--- src/rtl/cpu_control_unit.sv ---
`default_nettype none
// ============================================================================
// Module   : cpu_control_unit
// Purpose  : Instruction sequencer for the 8-bit CPU. Fetches an instruction
//            from the unified memory, decodes it, drives the combinational
//            ALU and owns the A/B/PC/IR registers and the {v,z,n} flags.
// Options  : CTRL_OVF_TRAP_EN - when defined, an ALU overflow in EXEC halts
//            the sequencer with ovf_trap=1 after A and flags are updated.
// Revision : 1.0 - initial release
// ============================================================================
module cpu_control_unit #(
  parameter int WIDTH  = 8,
  parameter int AWIDTH = 4
) (
  input  logic              clk,
  input  logic              rst,
  // unified memory, req/ready handshake
  output logic [AWIDTH-1:0] mem_addr,
  output logic              mem_re,
  output logic              mem_we,
  output logic [WIDTH-1:0]  mem_wdata,
  input  logic [WIDTH-1:0]  mem_rdata,
  input  logic              mem_ready,
  // combinational ALU
  output logic [3:0]        alu_opcode,
  output logic [WIDTH-1:0]  alu_in_A,
  output logic [WIDTH-1:0]  alu_in_B,
  input  logic [WIDTH-1:0]  alu_out,
  input  logic              overflow,
  input  logic              zero,
  input  logic              negative,
  // status / debug
  output logic              halted,
  output logic              ovf_trap,
  output logic [AWIDTH-1:0] pc_out,
  output logic [WIDTH-1:0]  acc_out
);

  // Sequencer states
  typedef enum logic [2:0] {
    S_FETCH  = 3'd0,
    S_DECODE = 3'd1,
    S_MEM_RD = 3'd2,
    S_MEM_WR = 3'd3,
    S_EXEC   = 3'd4,
    S_HALTED = 3'd5
  } state_t;

  // Instruction opcodes (IR upper nibble); anything else decodes as NOP
  localparam logic [3:0] OP_HALT     = 4'b0000;
  localparam logic [3:0] OP_LOAD_B   = 4'b0001;
  localparam logic [3:0] OP_LOAD_A   = 4'b0010;
  localparam logic [3:0] OP_STORE_A  = 4'b0100;
  localparam logic [3:0] OP_ADD      = 4'b1000;
  localparam logic [3:0] OP_SUB      = 4'b1001;
  localparam logic [3:0] OP_JUMP     = 4'b1010;
  localparam logic [3:0] OP_JUMP_NEG = 4'b1011;

  localparam logic [AWIDTH-1:0] PC_ONE = AWIDTH'(1);

  state_t              state;
  logic [AWIDTH-1:0]   pc;
  logic [WIDTH-1:0]    a_reg;
  logic [WIDTH-1:0]    b_reg;
  logic [WIDTH-1:0]    ir;
  logic                flag_v;
  logic                flag_z;
  logic                flag_n;

  logic [3:0]          opcode;
  logic [AWIDTH-1:0]   operand_addr;
  logic [AWIDTH-1:0]   branch_target;

  assign opcode       = ir[WIDTH-1 -: 4];
  assign operand_addr = ir[AWIDTH-1:0];

  assign alu_in_A = a_reg;
  assign alu_in_B = b_reg;
  assign pc_out   = pc;
  assign acc_out  = a_reg;

  // v and z are architectural state but nothing inside the sequencer
  // branches on them; keep them visibly consumed.
  logic unused_flags;
  assign unused_flags = flag_v ^ flag_z;

`ifdef CTRL_OVF_TRAP_EN
  logic trap_reg;
  assign ovf_trap = trap_reg;
`else
  assign ovf_trap = 1'b0;
`endif

  // Address of the next fetch after DECODE: jump target, taken
  // negative-branch target, or the already-incremented PC (fall-through/NOP).
  always_comb begin
    branch_target = pc;
    case (opcode)
      OP_JUMP:     branch_target = operand_addr;
      OP_JUMP_NEG: if (flag_n) branch_target = operand_addr;
      default:     branch_target = pc;
    endcase
  end

  // Main sequencer: state, architectural registers and registered outputs.
  // Memory requests are raised on the transition into the requesting state,
  // so mem_addr/mem_wdata are registered and stay put while a request waits.
  always_ff @(posedge clk) begin
    if (rst) begin
      state      <= S_FETCH;
      pc         <= '0;
      a_reg      <= '0;
      b_reg      <= '0;
      ir         <= '0;
      flag_v     <= 1'b0;
      flag_z     <= 1'b0;
      flag_n     <= 1'b0;
      halted     <= 1'b0;
      mem_re     <= 1'b0;
      mem_we     <= 1'b0;
      mem_addr   <= '0;
      mem_wdata  <= '0;
      alu_opcode <= 4'b0000;
`ifdef CTRL_OVF_TRAP_EN
      trap_reg   <= 1'b0;
`endif
    end else begin
      case (state)
        S_FETCH: begin
          if (!mem_re) begin
            // First cycle out of reset: no request is pending yet, so
            // mem_ready is meaningless here; raise the fetch request.
            mem_re   <= 1'b1;
            mem_addr <= pc;
          end else if (mem_ready) begin
            ir     <= mem_rdata;
            pc     <= pc + PC_ONE;
            mem_re <= 1'b0;
            state  <= S_DECODE;
          end
        end

        S_DECODE: begin
          case (opcode)
            OP_HALT: begin
              halted <= 1'b1;
              state  <= S_HALTED;
            end
            OP_LOAD_A, OP_LOAD_B: begin
              mem_re   <= 1'b1;
              mem_addr <= operand_addr;
              state    <= S_MEM_RD;
            end
            OP_STORE_A: begin
              mem_we    <= 1'b1;
              mem_addr  <= operand_addr;
              mem_wdata <= a_reg;
              state     <= S_MEM_WR;
            end
            OP_ADD, OP_SUB: begin
              alu_opcode <= opcode;
              state      <= S_EXEC;
            end
            default: begin
              // JUMP, JUMP_NEG and undefined opcodes all refetch from
              // branch_target; for NOP that is simply the current PC.
              pc       <= branch_target;
              mem_re   <= 1'b1;
              mem_addr <= branch_target;
              state    <= S_FETCH;
            end
          endcase
        end

        S_MEM_RD: begin
          if (mem_ready) begin
            if (opcode == OP_LOAD_A) begin
              a_reg <= mem_rdata;
            end else begin
              b_reg <= mem_rdata;
            end
            mem_re   <= 1'b1;
            mem_addr <= pc;
            state    <= S_FETCH;
          end
        end

        S_MEM_WR: begin
          if (mem_ready) begin
            mem_we   <= 1'b0;
            mem_re   <= 1'b1;
            mem_addr <= pc;
            state    <= S_FETCH;
          end
        end

        S_EXEC: begin
          a_reg      <= alu_out;
          flag_v     <= overflow;
          flag_z     <= zero;
          flag_n     <= negative;
          alu_opcode <= 4'b0000;
`ifdef CTRL_OVF_TRAP_EN
          if (overflow) begin
            halted   <= 1'b1;
            trap_reg <= 1'b1;
            state    <= S_HALTED;
          end else begin
            mem_re   <= 1'b1;
            mem_addr <= pc;
            state    <= S_FETCH;
          end
`else
          mem_re   <= 1'b1;
          mem_addr <= pc;
          state    <= S_FETCH;
`endif
        end

        S_HALTED: begin
          // Absorbing until reset; no memory traffic.
          mem_re <= 1'b0;
          mem_we <= 1'b0;
        end

        default: begin
          mem_re <= 1'b0;
          mem_we <= 1'b0;
          state  <= S_FETCH;
        end
      endcase
    end
  end

endmodule
`default_nettype wire
--- config.mk ---
export PLATFORM = sky130hd
export DESIGN_NAME = cpu_control_unit
export DESIGN_NICKNAME = d
export VERILOG_FILES = /design/src/rtl/cpu_control_unit.sv
export SDC_FILE = /design/constraint.sdc
export NUM_CORES = 1
export LEC_CHECK = 0
export BUFFER_PORTS_ARGS = -buffer_cell sky130_fd_sc_hd__buf_2
export CAP_MARGIN = 25
export CORE_MARGIN = 10
export CORE_UTILIZATION = 31
export CTS_BUF_LIST = sky130_fd_sc_hd__clkbuf_8
export CTS_CLUSTER_DIAMETER = 120
export DETAILED_ROUTE_END_ITERATION = 8
export HOLD_SLACK_MARGIN = 0.1
export PLACE_DENSITY = 0.56
export SLEW_MARGIN = 40
export SYNTH_ARGS = -nofsm -noshare
export SYNTH_HDL_FRONTEND = slang
export SYNTH_SLANG_ARGS = --single-unit
--- constraint.sdc ---
create_clock -name clk -period 3.76 [get_ports clk]
set_input_delay 0.94 -clock clk [delete_from_list [all_inputs] [get_ports clk]]
set_output_delay 0.94 -clock clk [all_outputs]
set_load 0.01 [all_outputs]
==> results of run 1 <==
## metal layers
| metal | routed length, um | part of all wire [%] | track usage, % |
|---|---|---|---|
| met1 | 3210 | 47 | 14.4 |
| met2 | 3210 | 47 | 17.5 |
| met3 | 310 | 4.6 | 2.38 |
| met4 | 80 | 1.2 | 3.35 |
| met5 | 0 | 0 | 0 |
## final cells by class
class                      count  share of cell area (%)
clock buffer                   5                    2.39
sequential                    51                    35.5
inverter                       8                    1.04
tap                          102                    4.43
multi-input combinational    179                    44.4
clock inverter                 2                   0.478
timing repair buffer          67                    11.8
## worst reg2reg max path: stages, from the launching register on
cell and delay, ns:
dfxtp_1 0.47, nor3b_1 0.35, nand3_1 0.65, a21o_1 0.40
o31ai_1 0.25
## flip-flops by register name, indices dropped and copies added (netlist names)
register,count
halted,1
pc_out,4
mem_wdata,8
mem_addr,4
acc_out,8
mem_re,1
ir,8
alu_opcode,4
state,3
flag_n,1
alu_in_B,8
mem_we,1
## worst paths after layout
path / from / to / slack [ns]
worst max-delay path: state[1] / pc_out[1] / 1.54
worst min-delay path: halted / halted / 0.45
worst max register to register: state[1] / pc_out[1] / 1.54
worst min register to register: halted / halted / 0.45
## power groups by stage
stage	Combinational, W	Clock [W]	Sequential, W
after global placement	0.000196	0	0.000610
after detailed placement	0.000199	0	0.000611
after global routing	0.000217	0.000341	0.000604
final	0.000198	0.000313	0.000598
after CTS	0.000200	0.000323	0.000598
after floorplan	0.000149	0	0.000605
## cell usage in the layout (no fill, tap or decap), types with 7 or more instances in the layout
cell      synthesis  layout
a21oi_1          14      14
a311oi_1         11      11
buf_2             6      65
dfxtp_1          51      51
inv_1             7       7
mux2i_1          34      34
nand2_1           8       8
nand3_1          10      10
nor2_1           31      31
## stage by stage
step                setup WS (ns)  utilization, %  cells  hold slack, ns  total power (W)
floorplan                    1.90               -    267           0.470         0.000754
global placement             1.38            35.8    407           0.436         0.000807
detailed placement           1.38            35.8    407           0.443         0.000809
CTS                          1.53            36.9    414           0.455          0.00112
global route                 1.31            36.9    414           0.486          0.00116
finish                       1.54            36.9    414           0.450          0.00111
## logic make-up after synthesis
logic type                 share of synthesized area (%)
xor gates and xnor gates                           0.349
buffers and inverters                               8.67
muxes                                               14.4
and+or+nand+nor                                     16.8
adders and majority gates                          0.498
DFF                                                 40.7
AOI/OAI and AO/OA                                   18.4
other                                              0.149
==> flow_summary.yaml, run 1 <==
timing:
  fin_worst_skew_ns: 0.0107
  grt_setup_unrepaired: "false"
  tightest_slew_ns: 0.829
  slew_violations: 0
  finalSetupViolations: 0
  slew-limit-headroom_pct: 44.6
  timing.fmax_mhz: 450
  setup_tns_ns: 0
  fin_crit_ns: 2.22
  fin_crit_sh_pct: 59.2
  finalHoldViolations: 0
power:
  p_int_w: 0.000775
  power_density_nw_per_um2: 385
  pwr-share-seq_pct: 53.9
  vdd.ir_drop.worst_v: 0.000192
  p_comb_share_pct: 17.9
  pwr-share-clk_pct: 28.2
  p_leak_nw: 1.32
  switching_share_pct: 30.1
  netSwitchingPower_w: 0.000334
placed_design:
  io_buffers: 66
  place_congestion: 0.789
  dpl.hpwl_um: 5020
  placed_area_um2: 2800
route:
  postRouteAntennaNets: 0
  drtPass1Iterations: 4
  wire_per_inst_um: 16.5
  drcViolationCount: 0
  first_iter_violations: 148
  vias_per_cell: 5.13
  vias: 2125
  drt-total-wl_um: 6810
cts:
  holdBufCountCts: 0
  cts_inserted_buffers: 5
  htreeDepth: 2
  cts_setup_buffers: 0
  post_cts_resized: 0
  cts.clk_slew.worst_paths_ns: 0.10
  cts_tree: "done"
  cts_root_buffer: "clkbuf_8"
  clockBufferDepth: 2
  cts_sinks: 51
  clkLatencyLatePin_ns: 0.31
critical_path:
  crit_buf_inv: 0
  reg2reg_depth: 4
  crit_family: "simple AND/OR/NAND/NOR gates"
  worstPathRequired_ns: 3.97
  max_stage_delay_ns: 0.65
  cp-end-kind: "flop"
  critical_path_class: "reg -> reg"
  arrival_ns: 2.44
  path_depth: 4
  slowest_stage: "nand3_1"
  crit_fanout: 15
  crit_chain: "nor3b_1 > nand3_1 > a21o_1 > o31ai_1"
  start_kind: "flop"
synth:
  ys_ff_latch: 51
  synthCells: 267
  synth_cell_types: 53
  syn_area_per_cell_um2: 9.41
  yosysMostFrequentCell: "dfxtp_1"
  synthTopCellsByArea: "dfxtp_1, mux2i_1, nor2_1, a311oi_1, buf_4"
  yosys.area.top_type: "dfxtp_1"
  ys.flop_type: "dfxtp_1"
  synth-edff-count: 0
  ys_async_sr_fraction_pct: 0
  netlist_area_um2: 2510
  synthTopCellsByCount: "dfxtp_1, mux2i_1, nor2_1"
  yosys_warnings: 0
  postSynthNetCount: 290
  ys_seq_area_share_pct: 40.7
  synth.top_cell.area_share_pct: 40.7
outcome:
  status: "finished, final reports clean"
layout:
  drive_gt1_share_pct: 26.6
  diodes: 0
  design_area_um2: 2880
  syn_to_final_growth_pct: 14.6
  multi_input_area_um2: 1280
  final.fill_count: 824
  layout.nets: 335
  seqCellArea_um2: 1020
floorplan:
  core-area_um2: 7810
  dieHeight_um: 110
  initial_core_util_pct: 32.2
  die_w_um: 110
  rows: 32
  dieArea_um2: 12100
  ios: 70
global_routing:
  grtUsageTotal_pct: 10.9
  grt_max_degree: 52
  grt_pass1_wl_um: 10800
  grt_antenna_before_repair: 0
  grt_overflow: 0
  first_global_vias: 2078
worst_hold_path:
  hold_depth: 2
  hp-class: "reg -> reg"
run:
  maxCapViolCount: 0
(Power assumes the default switching activity.)
==> inputs of run 2 (changes only) <==
clock period = 2.1 ns   (was 3.76 ns; I/O delays follow)
==> run 2 against run 1 <==
Compared with the run above:
- die area unchanged
- clock power increased by 120%
- flip-flop and latch count unchanged
- wire length rose by 2.5%
- critical endpoint is now acc_out[7]
- power rose by 93%
- cell count up 3.9%
- critical path depth did not move
- combinational power increased by 100%
- hold slack better by 0.0092 ns
- critical path type unchanged
- clock skew increased by 0.0058 ns
==> flow_summary.yaml, run 2 (synthesis results as in run 1) <==
floorplan:
  initial_core_util_pct: 32.2
  dieArea_um2: 12100
  dieHeight_um: 110
  core-area_um2: 7810
  ios: 70
  rows: 32
  die_w_um: 110
critical_path:
  slowest_stage: "or4b_4"
  reg2reg_depth: 4
  cp-end-kind: "flop"
  path_depth: 4
  worstPathRequired_ns: 2.32
  crit_fanout: 15
  crit_family: "compound AO/OA/AOI/OAI gates"
  reg2reg_to: "acc_out[7]"
  r2r-start: "ir[5]"
  critical_path_class: "reg -> reg"
  ff2ff_setup_slack_ns: 0.22
  crit_buf_inv: 0
  start_kind: "flop"
  arrival_ns: 2.10
  max_stage_delay_ns: 0.53
  crit_chain: "or4b_4 > o22ai_4 > a21oi_1 > a311oi_2"
worst_hold_path:
  hold_end: "halted"
  hp-class: "reg -> reg"
  min_from: "halted"
  hold_depth: 2
cts:
  cts_setup_buffers: 0
  htreeDepth: 2
  cts_inserted_buffers: 5
  cts_root_buffer: "clkbuf_8"
  clockBufferDepth: 2
  holdBufCountCts: 0
  cts_tree: "done"
  cts_sinks: 51
  post_cts_resized: 0
  cts.clk_slew.worst_paths_ns: 0.09
  clkLatencyLatePin_ns: 0.31
placed_design:
  dpl.hpwl_um: 5240
  io_buffers: 66
  place_congestion: 0.817
timing:
  slew-limit-headroom_pct: 65.9
  fin_crit_ns: 1.88
  finalSetupViolations: 0
  finalHoldViolations: 0
  setup_tns_ns: 0
  timing.fmax_mhz: 533
  tightest_slew_ns: 0.507
  fin_worst_skew_ns: 0.0165
  fin_crit_sh_pct: 89.3
  slew_violations: 0
  grt_setup_unrepaired: "false"
route:
  drtPass1Iterations: 4
  wire_per_inst_um: 16.2
  drcViolationCount: 0
  first_iter_violations: 150
  drt-total-wl_um: 6980
  postRouteAntennaNets: 0
  vias: 2168
  vias_per_cell: 5.04
run:
  maxCapViolCount: 0
power:
  p_comb_share_pct: 18.6
  p_int_w: 0.00154
  p_leak_nw: 1.40
  power_w: 0.00214
  switching_share_pct: 28.4
  vdd.ir_drop.worst_v: 0.000368
  power_density_nw_per_um2: 707
  pwr-share-clk_pct: 31.8
  netSwitchingPower_w: 0.000609
  pwr-share-seq_pct: 49.6
global_routing:
  grt_max_degree: 42
  grt_antenna_before_repair: 0
  grt_pass1_wl_um: 11200
  first_global_vias: 2161
  grt_overflow: 0
  grtUsageTotal_pct: 11.3
layout:
  diodes: 0
  final_cell_mix: "buf_2, dfxtp_1, mux2i_1"
  syn_to_final_growth_pct: 20.8
  layout.nets: 351
  final.fill_count: 807
  drive_gt1_share_pct: 30.2
  final_common_cell: "buf_2"
outcome:
  status: "finished, final reports clean"
run 2: worst max path at each step:
| stage | start | end | slack (ns) |
|---|---|---|---|
| after detailed placement | ir[5] | acc_out[3] | 0.23 |
| after global routing | state[2] | mem_addr[1] | 0.08 |
| final | ir[5] | acc_out[7] | 0.22 |
| after floorplan | ir[5] | mem_addr[1] | 0.41 |
| after CTS | ir[5] | acc_out[7] | 0.23 |
| after global placement | ir[5] | acc_out[7] | 0.27 |
run 2: per-stage QoR:
| step | instance area (um^2) | util [%] | hold slack (ns) | setup slack [ns] | cells |
|---|---|---|---|---|---|
| floorplan | 2510 | - | 0.470 | 0.411 | 267 |
| global placement | 2930 | 37.5 | 0.440 | 0.267 | 423 |
| detailed placement | 2930 | 37.5 | 0.453 | 0.234 | 423 |
| CTS | 3030 | 38.8 | 0.467 | 0.226 | 430 |
| global route | 3030 | 38.8 | 0.478 | 0.0768 | 430 |
| finish | 3030 | 38.8 | 0.459 | 0.225 | 430 |
run 2: layout make-up:
cell class / count / area (um^2) / area share, %
tap: 102 / 128 / 4.21
inverter: 8 / 30.0 / 0.990
sequential: 51 / 1020 / 33.7
clock inverter: 2 / 37.5 / 1.24
clock buffer: 5 / 68.8 / 2.27
multi-input combinational: 179 / 1280 / 42.1
timing repair buffer: 83 / 470 / 15.5
run 2: worst register-to-register path, stage by stage, from the launching register on:
cell and delay [ns]:
dfxtp_1 0.51, or4b_4 0.53, o22ai_4 0.37, a21oi_1 0.15, a311oi_2 0.24
run 2: power groups by stage:
stage               clock [W]  combinational, W  sequential [W]
CTS                  0.000709          0.000402         0.00106
detailed placement          0          0.000400         0.00109
finish               0.000682          0.000399         0.00106
global route         0.000744          0.000438         0.00107
global placement            0          0.000395         0.00109
floorplan                   0          0.000267         0.00108
run 2: per-layer routing:
metal  global-route usage, %  wire length [um]
met1                    15.2              3360
met2                    18.0              3310
met4                    3.35                80
met5                       0                 0
met3                    2.15               229
